===== src/rtl/noc_push_arbiter.sv =====
// noc_push_arbiter
// Packet-granular round-robin arbiter sharing the push side of one NoC word
// queue between N requesters. A grant is held for exactly PKT_LEN accepted
// words so packets never interleave in the queue.
//
// Ports
//   CLK          clock, all state updates on posedge
//   RESET_N      asynchronous active-low reset
//   REQ_PushReq  per-requester push request (bit i = requester i)
//   REQ_Data     per-requester word, requester i on [i*DW +: DW]
//   REQ_Full     per-requester back-pressure (only the owner can see 0)
//   Q_PushReq    push request to the queue
//   Q_Data       word to the queue
//   Q_Full       queue full
//   GRANT        one-hot owner while LOCKED, zero while IDLE
//   PKT_DONE     registered pulse in the IDLE cycle after a packet's last word
//
// state     | meaning
// ----------+--------------------------------------------------------------
// ST_IDLE   | no owner; arbitrate among current requests starting at ptr
// ST_LOCKED | owner holds the queue until PKT_LEN words have been accepted
module noc_push_arbiter #(
  parameter int N       = 4,
  parameter int PKT_LEN = 4,
  parameter int DW      = 32
) (
  input  logic            CLK,
  input  logic            RESET_N,
  input  logic [N-1:0]    REQ_PushReq,
  input  logic [N*DW-1:0] REQ_Data,
  output logic [N-1:0]    REQ_Full,
  output logic            Q_PushReq,
  output logic [DW-1:0]   Q_Data,
  input  logic            Q_Full,
  output logic [N-1:0]    GRANT,
  output logic            PKT_DONE
);

  localparam int OW = (N > 1) ? $clog2(N) : 1;
  localparam int IW = OW + 1;
  localparam int CW = (PKT_LEN > 1) ? $clog2(PKT_LEN) : 1;
  localparam logic [CW-1:0] CNT_LAST = CW'(PKT_LEN - 1);
  localparam logic [OW-1:0] OWN_LAST = OW'(N - 1);

  typedef enum logic {
    ST_IDLE   = 1'b0,
    ST_LOCKED = 1'b1
  } state_e;

  state_e        st_q, st_d;
  logic [OW-1:0] owner_q, owner_d;
  logic [OW-1:0] ptr_q, ptr_d;
  logic [CW-1:0] cnt_q, cnt_d;
  logic          done_q, done_d;

  logic [OW-1:0] pick;
  logic          pick_vld;
  logic [IW-1:0] idx_w;
  logic          xfer;

  // Rotating priority search: first requester at or after ptr, wrapping mod N.
  always_comb begin : rr_search
    pick     = '0;
    pick_vld = 1'b0;
    idx_w    = '0;
    for (int k = 0; k < N; k++) begin
      idx_w = {1'b0, ptr_q} + IW'(k);
      if (idx_w >= IW'(N)) idx_w = idx_w - IW'(N);
      if (!pick_vld && REQ_PushReq[idx_w[OW-1:0]]) begin
        pick     = idx_w[OW-1:0];
        pick_vld = 1'b1;
      end
    end
  end

  assign xfer = (st_q == ST_LOCKED) && REQ_PushReq[owner_q] && !Q_Full;

  always_comb begin : fsm_comb
    st_d      = st_q;
    owner_d   = owner_q;
    ptr_d     = ptr_q;
    cnt_d     = cnt_q;
    done_d    = 1'b0;
    Q_PushReq = 1'b0;
    Q_Data    = '0;
    REQ_Full  = '1;
    GRANT     = '0;

    case (st_q)
      ST_IDLE: begin
        if (pick_vld) begin
          owner_d = pick;
          cnt_d   = '0;
          st_d    = ST_LOCKED;
        end
      end
      ST_LOCKED: begin
        Q_PushReq         = REQ_PushReq[owner_q];
        Q_Data            = REQ_Data[int'(owner_q)*DW +: DW];
        REQ_Full[owner_q] = Q_Full;
        GRANT[owner_q]    = 1'b1;
        if (xfer) begin
          if (cnt_q == CNT_LAST) begin
            st_d   = ST_IDLE;
            cnt_d  = '0;
            ptr_d  = (owner_q == OWN_LAST) ? '0 : owner_q + 1'b1;
            done_d = 1'b1;
          end else begin
            cnt_d = cnt_q + 1'b1;
          end
        end
      end
      default: st_d = ST_IDLE;
    endcase
  end

  always_ff @(posedge CLK or negedge RESET_N) begin
    if (!RESET_N) begin
      st_q    <= ST_IDLE;
      owner_q <= '0;
      ptr_q   <= '0;
      cnt_q   <= '0;
      done_q  <= 1'b0;
    end else begin
      st_q    <= st_d;
      owner_q <= owner_d;
      ptr_q   <= ptr_d;
      cnt_q   <= cnt_d;
      done_q  <= done_d;
    end
  end

  assign PKT_DONE = done_q;

endmodule


===== config.mk =====
export PLATFORM = sky130hd
export DESIGN_NAME = noc_push_arbiter
export DESIGN_NICKNAME = d
export VERILOG_FILES = /design/src/rtl/noc_push_arbiter.sv
export SDC_FILE = /design/constraint.sdc
export NUM_CORES = 1
export LEC_CHECK = 0
export CAP_MARGIN = 20
export CORE_MARGIN = 10
export CORE_UTILIZATION = 28
export DETAILED_ROUTE_END_ITERATION = 10
export PLACE_DENSITY = 0.82
export SLEW_MARGIN = 20
export SYNTH_ARGS = -nofsm -noshare
export SYNTH_HDL_FRONTEND = slang
export SYNTH_SLANG_ARGS = --single-unit

===== constraint.sdc =====
create_clock -name CLK -period 2.1 [get_ports CLK]
set_input_delay 0.315 -clock CLK [delete_from_list [all_inputs] [get_ports CLK]]
set_output_delay 0.315 -clock CLK [all_outputs]
set_load 0.005 [all_outputs]

==> flow_summary.yaml, run 1 <==
timing:
  worstMarginPinSlew_ps: 367.8
  grt_setup_unrepaired: "yes"
  setup_viol: 0
  slew_headroom_pct: 75.40
  clock-skew-final_ps: 6.341
  fin_crit_ps: 2066
  setup-tns-final_ps: 0
  hold_viol: 0
  fmax_ghz: 0.4839
  fin_crit_sh_pct: 98.40
  layout_setup_ws_ps: 33.62
  slew_viol_final: 0
yosys:
  yosysUniqueCellTypes: 27
  netlist.area_leader.share_pct: 45.32
  syn_inst: 135
  synth.net_count: 275
  syn_area_per_cell_um2: 11.78
  synth_ff_type: "dfrtp_1"
  yosys_warnings: 0
  synth_seq_cells: 8
  synthTopCellsByCount: "36 x and2_1, 32 x mux4_2, 8 x dfrtp_1, 7 x nand2b_1, 7 x nor2_1"
  synth_top_cell_by_area: "mux4_2"
  synth_area_um2: 1590
  synthArstFlopShare_pct: 100.0
  synth_edf_count: 0
  yosysSeqAreaShare_pct: 12.59
  synth_area_leaders: "mux4_2 45%, and2_1 14%, dfrtp_1 13%"
  yosys.cell_count.top_type: "and2_1"
critical_path:
  slowest_stage: "mux4_2"
  r2r_slack_ps: 200
  path_cells: "buf_12, buf_8, buf_6, mux4_2, and2_4, buf_6"
  required_ps: 1780
  cp_max_fo: 4
  slowest_delay_ps: 490
  critical_path_arrival_ps: 1750
  crit_type: "reg -> out"
  worstSetupStartpointType: "flop"
  critPathMostFrequentCell: "buf_6"
  end_kind: "primary output"
global_routing:
  grt_pass1_wl_um: 12500
  grt_antenna_before_repair: 0
  grt_overflow_total: 0
  grt_pass1_vias: 2143
  track_usage_pct: 17.85
  grt_max_degree: 23
job:
  maxCapViolations: 0
routing:
  drt_iter0_drc: 69
  postRouteAntennaNets: 0
  avgViaCountPerCell: 4.851
  first_pass_iters: 4
  routed_wl_um: 8776
  drcViolationCount: 0
  num_vias: 1950
  wl_per_cell_um: 21.83
placement:
  io_buffers: 176
  gp_congestion: 0.8607
  dpl.hpwl_um: 7174
  place_ws_ps: -33.72
clock_tree:
  clk_pin_slew_ps: 40
  clkSinkCount: 8
  numCtsBuffers: 3
  hold_buffers: 0
  cts_tree: "done"
  cts_root_buffer: "clkbuf_8"
  htree_levels: 1
  clock_latency_ps: 230
  clock_path_buffers: 2
floorplanning:
  coreArea_um2: 5507
  start_util_pct: 28.88
  die_w_um: 95.36
  pin_count: 177
  die_area_um2: 9094
  die_h_um: 95.36
  fp-row-count: 27
finish:
  final_net_count: 471
  fin_util_pct: 67.67
  drive_gt1_share_pct: 35.15
  diodes: 0
  regArea_um2: 201.4
  layout-area-overhead-vs-synth_pct: 134.3
  multiInputGateArea_um2: 1354
  nFillCells: 417
outcome:
  status: "finished clean"
power:
  peakVddDrop_uv: 680.4
  power.density_nw_per_um2: 1055
  total_leakage_power_nw: 1.523
min_path:
  hold_path.class: "in -> async"
-- cell usage in the layout (no fill, tap or decap), types with 9 or more instances in the layout --
| cell type | instances |
|---|---|
| and2_4 | 15 |
| clkdlybuf4s50_1 | 135 |
| buf_2 | 15 |
| buf_4 | 9 |
| mux4_2 | 32 |
| buf_6 | 14 |
| and2_1 | 21 |
-- final timing paths --
kind / start / endpoint / depth (start not counted)
max in group asynchronous: RESET_N / owner_q[0]$_DFFE_PN0P_ / 1
hold / removal: RESET_N / PKT_DONE$_DFF_PN0_ / 1
setup reg to reg: owner_q[0]$_DFFE_PN0P_ / cnt_q[0]$_DFFE_PN0P_ / 7
min in group CLK: cnt_q[1]$_DFFE_PN0P_ / cnt_q[1]$_DFFE_PN0P_ / 1
setup / recovery: owner_q[0]$_DFFE_PN0P_ / Q_Data[1] / 6
hold reg to reg: cnt_q[1]$_DFFE_PN0P_ / cnt_q[1]$_DFFE_PN0P_ / 1
-- stage by stage --
stage	total power (W)	hold slack, ps	cell area, um2	instances
6_report	0.003930	361.9	3726	402
5_1_grt	0.004214	375.9	3726	402
4_1_cts	0.003811	368.3	3696	405
3_5_place_dp	0.003343	532.1	3490	381
3_3_place_gp	0.003297	525.2	3490	381
2_1_floorplan	0.001852	19.41	1590	135
-- layout make-up --
class / count / share of cell area (%)
sequential: 8 / 5.406
tap: 72 / 2.418
timing repair buffer: 203 / 54.43
multi-input combinational: 113 / 36.33
inverter: 2 / 0.2015
clock buffer: 4 / 1.209
-- report_power, final --
part	switching, W	internal [W]
logic	0.00115	0.00227
registers	0.0000896	0.000220
clock network	0.0000637	0.000132
-- cell families (layout without fill, tap and decap cells) --
logic type      after synthesis  after routing  share of synthesized area (%)
buf+inv                      14            209                          4.642
flops                         8              8                          12.59
compound gates               13             13                          7.160
simple gates                 56             56                          20.38
fa+ha+maj                     5              5                          3.934
mux                          39             39                          51.30
-- metal layers --
metal	vias up	GRT usage, %	share of wire [%]
met1	939	19.24	36
met5	-	0	0
met2	91	35.00	56
li1	913	-	-
met3	7	4.085	7.2
met4	0	2.369	0.65
-- registers in the layout, summed over array words and instances, names as in the netlist --
signal / flops
cnt_q: 2
PKT_DONE: 1
ptr_q: 2
owner_q: 2
st_q: 1
-- worst max-delay path: cells and delay by family, from the launching register on --
family	cells	cell delay (ps)
buffers and inverters	4	450
flip-flops	1	400
multiplexers	1	490
AND/OR/NAND/NOR	1	170
-- repair_timing --
| action | in CTS | in global routing |
|---|---|---|
| gates cloned | 2 | 0 |
| endpoints found under the setup margin | 37 | 24 |
| gates resized for setup | 126 | 41 |
| pin swaps | 14 | 7 |
| setup buffers | 18 | 0 |
(Power assumes the default switching activity.)
==> inputs of run 2 (changes only) <==
==> constraint.sdc (replaced) <==
create_clock -name CLK -period 2.1 [get_ports CLK]
set_input_delay 0.63 -clock CLK [delete_from_list [all_inputs] [get_ports CLK]]
set_output_delay 0.63 -clock CLK [all_outputs]
set_load 0.005 [all_outputs]
==> flow_summary.yaml, run 2 (same netlist as run 1, synthesis figures left out) <==
finish:
  drive_gt1_share_pct: 42.39
  layout_common_cells: "108 x dlygate4sd2_1, 32 x mux4_2, 25 x buf_6"
  top_regs: "cnt_q x2, owner_q x2, ptr_q x2"
  final_net_count: 476
  nFillCells: 460
  layout-area-overhead-vs-synth_pct: 134.9
  mostFrequentLayoutCell: "dlygate4sd2_1"
  final_area_um2: 3735
global_routing:
  track_usage_pct: 18.24
  grt_use_met1_pct: 19.25
  gr-usage-met3_pct: 3.928
  grt_max_degree: 23
  grt_overflow_total: 0
  top_usage_layer: "met2"
  grt_pass1_vias: 2175
  grt_antenna_before_repair: 2
  use_met2_pct: 34.89
  grt_pass1_wl_um: 12650
timing:
  hold_viol: 0
  slew_viol_final: 0
  slew_headroom_pct: 75.77
  setup_viol: 36
  clock-skew-final_ps: 2.996
  worstMarginPinSlew_ps: 362.3
  fmax_ghz: 0.4210
  grt_setup_unrepaired: "yes"
  fin_crit_ps: 2375
  fin_crit_sh_pct: 113.1
  setup-tns-final_ps: -7158
  layout_setup_ws_ps: -275.1
floorplanning:
  fp-row-count: 27
  pin_count: 177
  die_w_um: 95.36
  coreArea_um2: 5507
  die_area_um2: 9094
  die_h_um: 95.36
  start_util_pct: 28.88
critical_path:
  path_cells: "clkdlybuf4s50_1, mux4_2, and2_4, buf_6"
  cp_top_family: "buffers and inverters"
  required_ps: 1470
  crit_type: "in -> out"
  slowest_stage: "mux4_2"
  cp_max_fo: 1
  slowest_delay_ps: 460
  end_kind: "primary output"
  critical_path_arrival_ps: 1750
  worstSetupStartpointType: "input port"
  critical_path_buf_inv_count: 2
clock_tree:
  cts_tree: "done"
  numCtsBuffers: 3
  htree_levels: 1
  clock_path_buffers: 2
  clock_latency_ps: 230
  cts_root_buffer: "clkbuf_8"
  clk_pin_slew_ps: 40
  clkSinkCount: 8
placement:
  dpl.hpwl_um: 7250
  postPlaceCellArea_um2: 3562
  gp_congestion: 0.8525
  io_buffers: 176
routing:
  first_pass_iters: 4
  postRouteAntennaNets: 0
  routed_wl_um: 9052
  avgViaCountPerCell: 4.770
  drcViolationCount: 0
  wl_per_cell_um: 22.13
  drt_iter0_drc: 38
  num_vias: 1951
power:
  total_leakage_power_nw: 1.838
  peakVddDrop_uv: 678.3
  power.density_nw_per_um2: 1092
outcome:
  status: "finished with violations"
  violations: "setup timing"
min_path:
  hold_path.class: "reg -> reg"
job:
  maxCapViolations: 0
run 2: layout make-up:
type	instances	area [um2]	area share, %
timing repair buffer	208	1998	53.50
clock buffer	4	45.04	1.206
antenna	2	5.005	0.1340
inverter	2	10.01	0.2680
multi-input combinational	113	1384	37.05
tap	72	90.09	2.412
sequential	8	202.7	5.427
run 2: through the flow:
step | setup WS (ps) | cells | util [%] | total power (W) | hold slack (ps)
after floorplan | 52.57 | 135 | - | 0.001852 | 334.4
after global placement | -660.4 | 389 | 64.69 | 0.003364 | 525.7
after detailed placement | -669.0 | 389 | 64.69 | 0.003414 | 534.6
after CTS | -285.4 | 407 | 65.55 | 0.003903 | 549.6
after global routing | -315.7 | 409 | 67.83 | 0.004365 | 562.2
final | -275.1 | 409 | 67.83 | 0.004078 | 549.9
run 2: routing by layer:
metal  up-vias  routed length, um  share of wire [%]
li1        927                  -                  -
met1       914               3230                 36
met2        93               4974                 55
met3        17                660                7.3
met4         0                187                2.1
met5         -                  0                  0
run 2: path summary, 6_finish.rpt:
check | cells past startpoint | endpoint | slack (ps) | startpoint
max | 4 | Q_Data[21] | -280 | REQ_Data[21]
min | 1 | cnt_q[1]$_DFFE_PN0P_ | 550 | cnt_q[1]$_DFFE_PN0P_
max reg2reg | 7 | cnt_q[0]$_DFFE_PN0P_ | 100 | owner_q[0]$_DFFE_PN0P_
min reg2reg | 1 | cnt_q[1]$_DFFE_PN0P_ | 550 | cnt_q[1]$_DFFE_PN0P_
max in group asynchronous | 1 | owner_q[0]$_DFFE_PN0P_ | 1140 | RESET_N
min in group asynchronous | 1 | st_q$_DFF_PN0_ | 680 | RESET_N
run 2: timing repair:
item	4_1_cts	5_1_grt
gates resized for setup	304	38
hold buffers	0	0
endpoints found under the setup margin	42	40
pin swaps	32	3
buffers inserted	11	0
gates cloned	3	1
run 2: report_power, final:
part           internal, W  switching [W]
clock             0.000132      0.0000625
sequential        0.000222      0.0000961
combinational      0.00236        0.00121
total              0.00271        0.00137
run 2: worst reg2reg max path: stages, from the launching register on:
cell,delay (ps)
dfrtp_2,450
buf_12,160
buf_6,120
mux2_4,290
buf_4,140
a2bb2oi_4,200
mux2_4,320
a22o_1,180
==> inputs of run 3 (changes only) <==
--- a/config.mk
+++ b/config.mk
@@ -5,11 +5,12 @@
 export SDC_FILE = /design/constraint.sdc
 export NUM_CORES = 1
 export LEC_CHECK = 0
+export ABC_AREA = 1
 export CAP_MARGIN = 20
 export CORE_MARGIN = 10
-export CORE_UTILIZATION = 28
+export CORE_UTILIZATION = 31
 export DETAILED_ROUTE_END_ITERATION = 10
-export PLACE_DENSITY = 0.82
+export PLACE_DENSITY = 0.84
 export SLEW_MARGIN = 20
 export SYNTH_ARGS = -nofsm -noshare
 export SYNTH_HDL_FRONTEND = slang
==> flow_summary.yaml, run 3 <==
outcome:
  status: "finished with violations"
  violations: "setup timing"
timing:
  fin_crit_ps: 2162
  layout_setup_ws_ps: -61.90
  clock-skew-final_ps: 7.891
  slew_viol_final: 0
  setup_viol: 13
  fmax_ghz: 0.4626
  fin_crit_sh_pct: 102.9
  worstMarginPinSlew_ps: 369.0
  holdWs_ps: 510.6
  slew_headroom_pct: 75.40
  grt_setup_unrepaired: "yes"
  hold_viol: 0
clock_tree:
  clock_latency_ps: 230
  cts_root_buffer: "clkbuf_8"
  clk_pin_slew_ps: 50
  clock_path_buffers: 2
  htree_levels: 1
  hold_buffers: 0
  clkSinkCount: 8
  cts_tree: "done"
  numCtsBuffers: 3
yosys:
  synth_compound_area_share_pct: 30.27
  synth_ff_type: "dfrtp_1"
  yosysUniqueCellTypes: 24
  synth_edf_count: 0
  synth.net_count: 508
  synth_seq_cells: 8
  syn_area_per_cell_um2: 4.964
  synth_area_um2: 1827
  netlist.area_leader.share_pct: 26.51
  synth_top_family_by_area: "simple AND/OR/NAND/NOR gates"
  synthArstFlopShare_pct: 100.0
  synth_top_cell_by_area: "nor2_1"
  synth_area_leaders: "nor2_1 27%, o21ai_0 19%, dfrtp_1 11%"
  synthTopCellsByCount: "129 x nor2_1, 70 x o21ai_0, 52 x nand2_1, 35 x a21oi_1, 15 x clkbuf_1"
  yosys.cell_count.top_type: "nor2_1"
  syn_inst: 368
  synthAdderAreaFrac_pct: 3.425
  synth-xor-area-share_pct: 0
  yosysSeqAreaShare_pct: 10.96
  muxShareOfSynthArea_pct: 0
  yosys_warnings: 0
  synth-simple-area-share_pct: 45.07
global_routing:
  grt_max_degree: 25
  grt_antenna_before_repair: 3
  grt_pass1_wl_um: 16370
  grt_overflow_total: 0
  track_usage_pct: 20.68
  grt_pass1_vias: 3132
critical_path:
  rr_worst_depth: 10
  critical_path_arrival_ps: 1530
  required_ps: 1470
  cp_max_fo: 12
  end_kind: "primary output"
  worstSetupStartpointType: "flop"
  crit_type: "reg -> out"
routing:
  first_pass_iters: 4
  wl_per_cell_um: 17.31
  num_vias: 3226
  avgViaCountPerCell: 5.049
  drt_iter0_drc: 96
  postRouteAntennaNets: 0
  drcViolationCount: 0
  routed_wl_um: 11060
min_path:
  min_path_cells: 2
  hold_path.class: "reg -> reg"
finish:
  top_regs: "cnt_q x2, owner_q x2, ptr_q x2"
  mostFrequentLayoutCell: "nor2_1"
  drive_gt1_share_pct: 25.53
  final_area_um2: 4164
  layout_common_cells: "103 x nor2_1, 67 x clkdlybuf4s50_1, 65 x dlygate4sd2_1"
  final_net_count: 705
  layout-area-overhead-vs-synth_pct: 127.9
floorplanning:
  die_area_um2: 9363
  die_h_um: 96.77
  die_w_um: 96.77
  coreArea_um2: 5608
  pin_count: 177
  fp-row-count: 27
  start_util_pct: 32.57
placement:
  gp_congestion: 0.8364
  dpl.hpwl_um: 8424
  postPlaceCellArea_um2: 3820
  io_buffers: 176
power:
  total_leakage_power_nw: 1.967
  power.density_nw_per_um2: 1258
  peakVddDrop_uv: 779.5
job:
  maxCapViolations: 0
[run 3: cell types whose count changed after synthesis, moves of 7 or more]
cell	before	now
nand2b_1	7	0
and2_1	36	0
o21ai_0	3	70
clkbuf_1	6	15
inv_1	2	12
mux4_2	32	0
a21oi_1	2	35
nor2_1	7	129
nand2_1	4	52
nand3_1	0	10
[run 3: cell families after synthesis]
kind of cell / Yosys count
buf+inv: 44
fa+ha+maj: 5
simple gates: 202
flops: 8
compound gates: 109
[run 3: final timing paths]
kind	slack [ps]	from	to
setup / recovery	-60	owner_q[0]$_DFFE_PN0P_	Q_Data[2]
hold / removal	510	cnt_q[1]$_DFFE_PN0P_	cnt_q[1]$_DFFE_PN0P_
setup reg to reg	330	owner_q[0]$_DFFE_PN0P_	ptr_q[1]$_DFFE_PN0P_
hold reg to reg	510	cnt_q[1]$_DFFE_PN0P_	cnt_q[1]$_DFFE_PN0P_
max in group asynchronous	1160	RESET_N	owner_q[1]$_DFFE_PN0P_
min in group asynchronous	670	RESET_N	ptr_q[0]$_DFFE_PN0P_
[run 3: critical path: stages, from the launching register on]
cell and delay [ps]:
dfrtp_2 470, inv_4 100, buf_12 150, buf_8 140
o21ai_1 90, a21oi_1 180, buf_2 150
[run 3: cell type report]
type / instances / area [um2]
Inverter: 18 / 70.07
Multi-Input combinational cell: 316 / 1597
Sequential cell: 8 / 202.7
Clock buffer: 4 / 45.04
Fill cell: 497 / 1444
Antenna cell: 3 / 7.507
Tap cell: 72 / 90.09
Timing Repair Buffer: 218 / 2152
[run 3: metrics by stage]
step           cells  setup TNS [ps]  utilization (%)  worst slack (ps)  total power [W]
2_1_floorplan    368               0                -             150.7         0.002303
3_3_place_gp     613          -17710            68.12            -721.4         0.004395
3_5_place_dp     613          -18540            68.12            -728.9         0.004467
4_1_cts          630           -1116            68.94            -110.9         0.004747
5_1_grt          638           -2365            74.21            -133.0         0.005685
6_report         639          -267.2            74.25            -61.90         0.005236
[run 3: power by group]
part,total (W),internal [W],switching (W)
registers,0.000332,0.000223,0.000109
clock network,0.000197,0.000132,0.0000648
logic,0.00471,0.00233,0.00237
total,0.00524,0.00269,0.00255
[run 3: repair_timing]
action | 4_1_cts | 5_1_grt
endpoints found under the setup margin | 41 | 37
setup buffers | 9 | 1
gates cloned | 4 | 7
pin swaps | 53 | 39
endpoints found under the hold margin | 0 | 0
gates resized for setup | 316 | 57
[run 3: routing by layer]
| metal | part of all wire [%] | up-vias | GRT usage [%] |
|---|---|---|---|
| met4 | 2.6 | 0 | 5.524 |
| li1 | - | 1590 | - |
| met1 | 38 | 1466 | 22.50 |
| met3 | 7.4 | 26 | 5.891 |
| met2 | 53 | 144 | 37.83 |
| met5 | 0 | - | 0 |
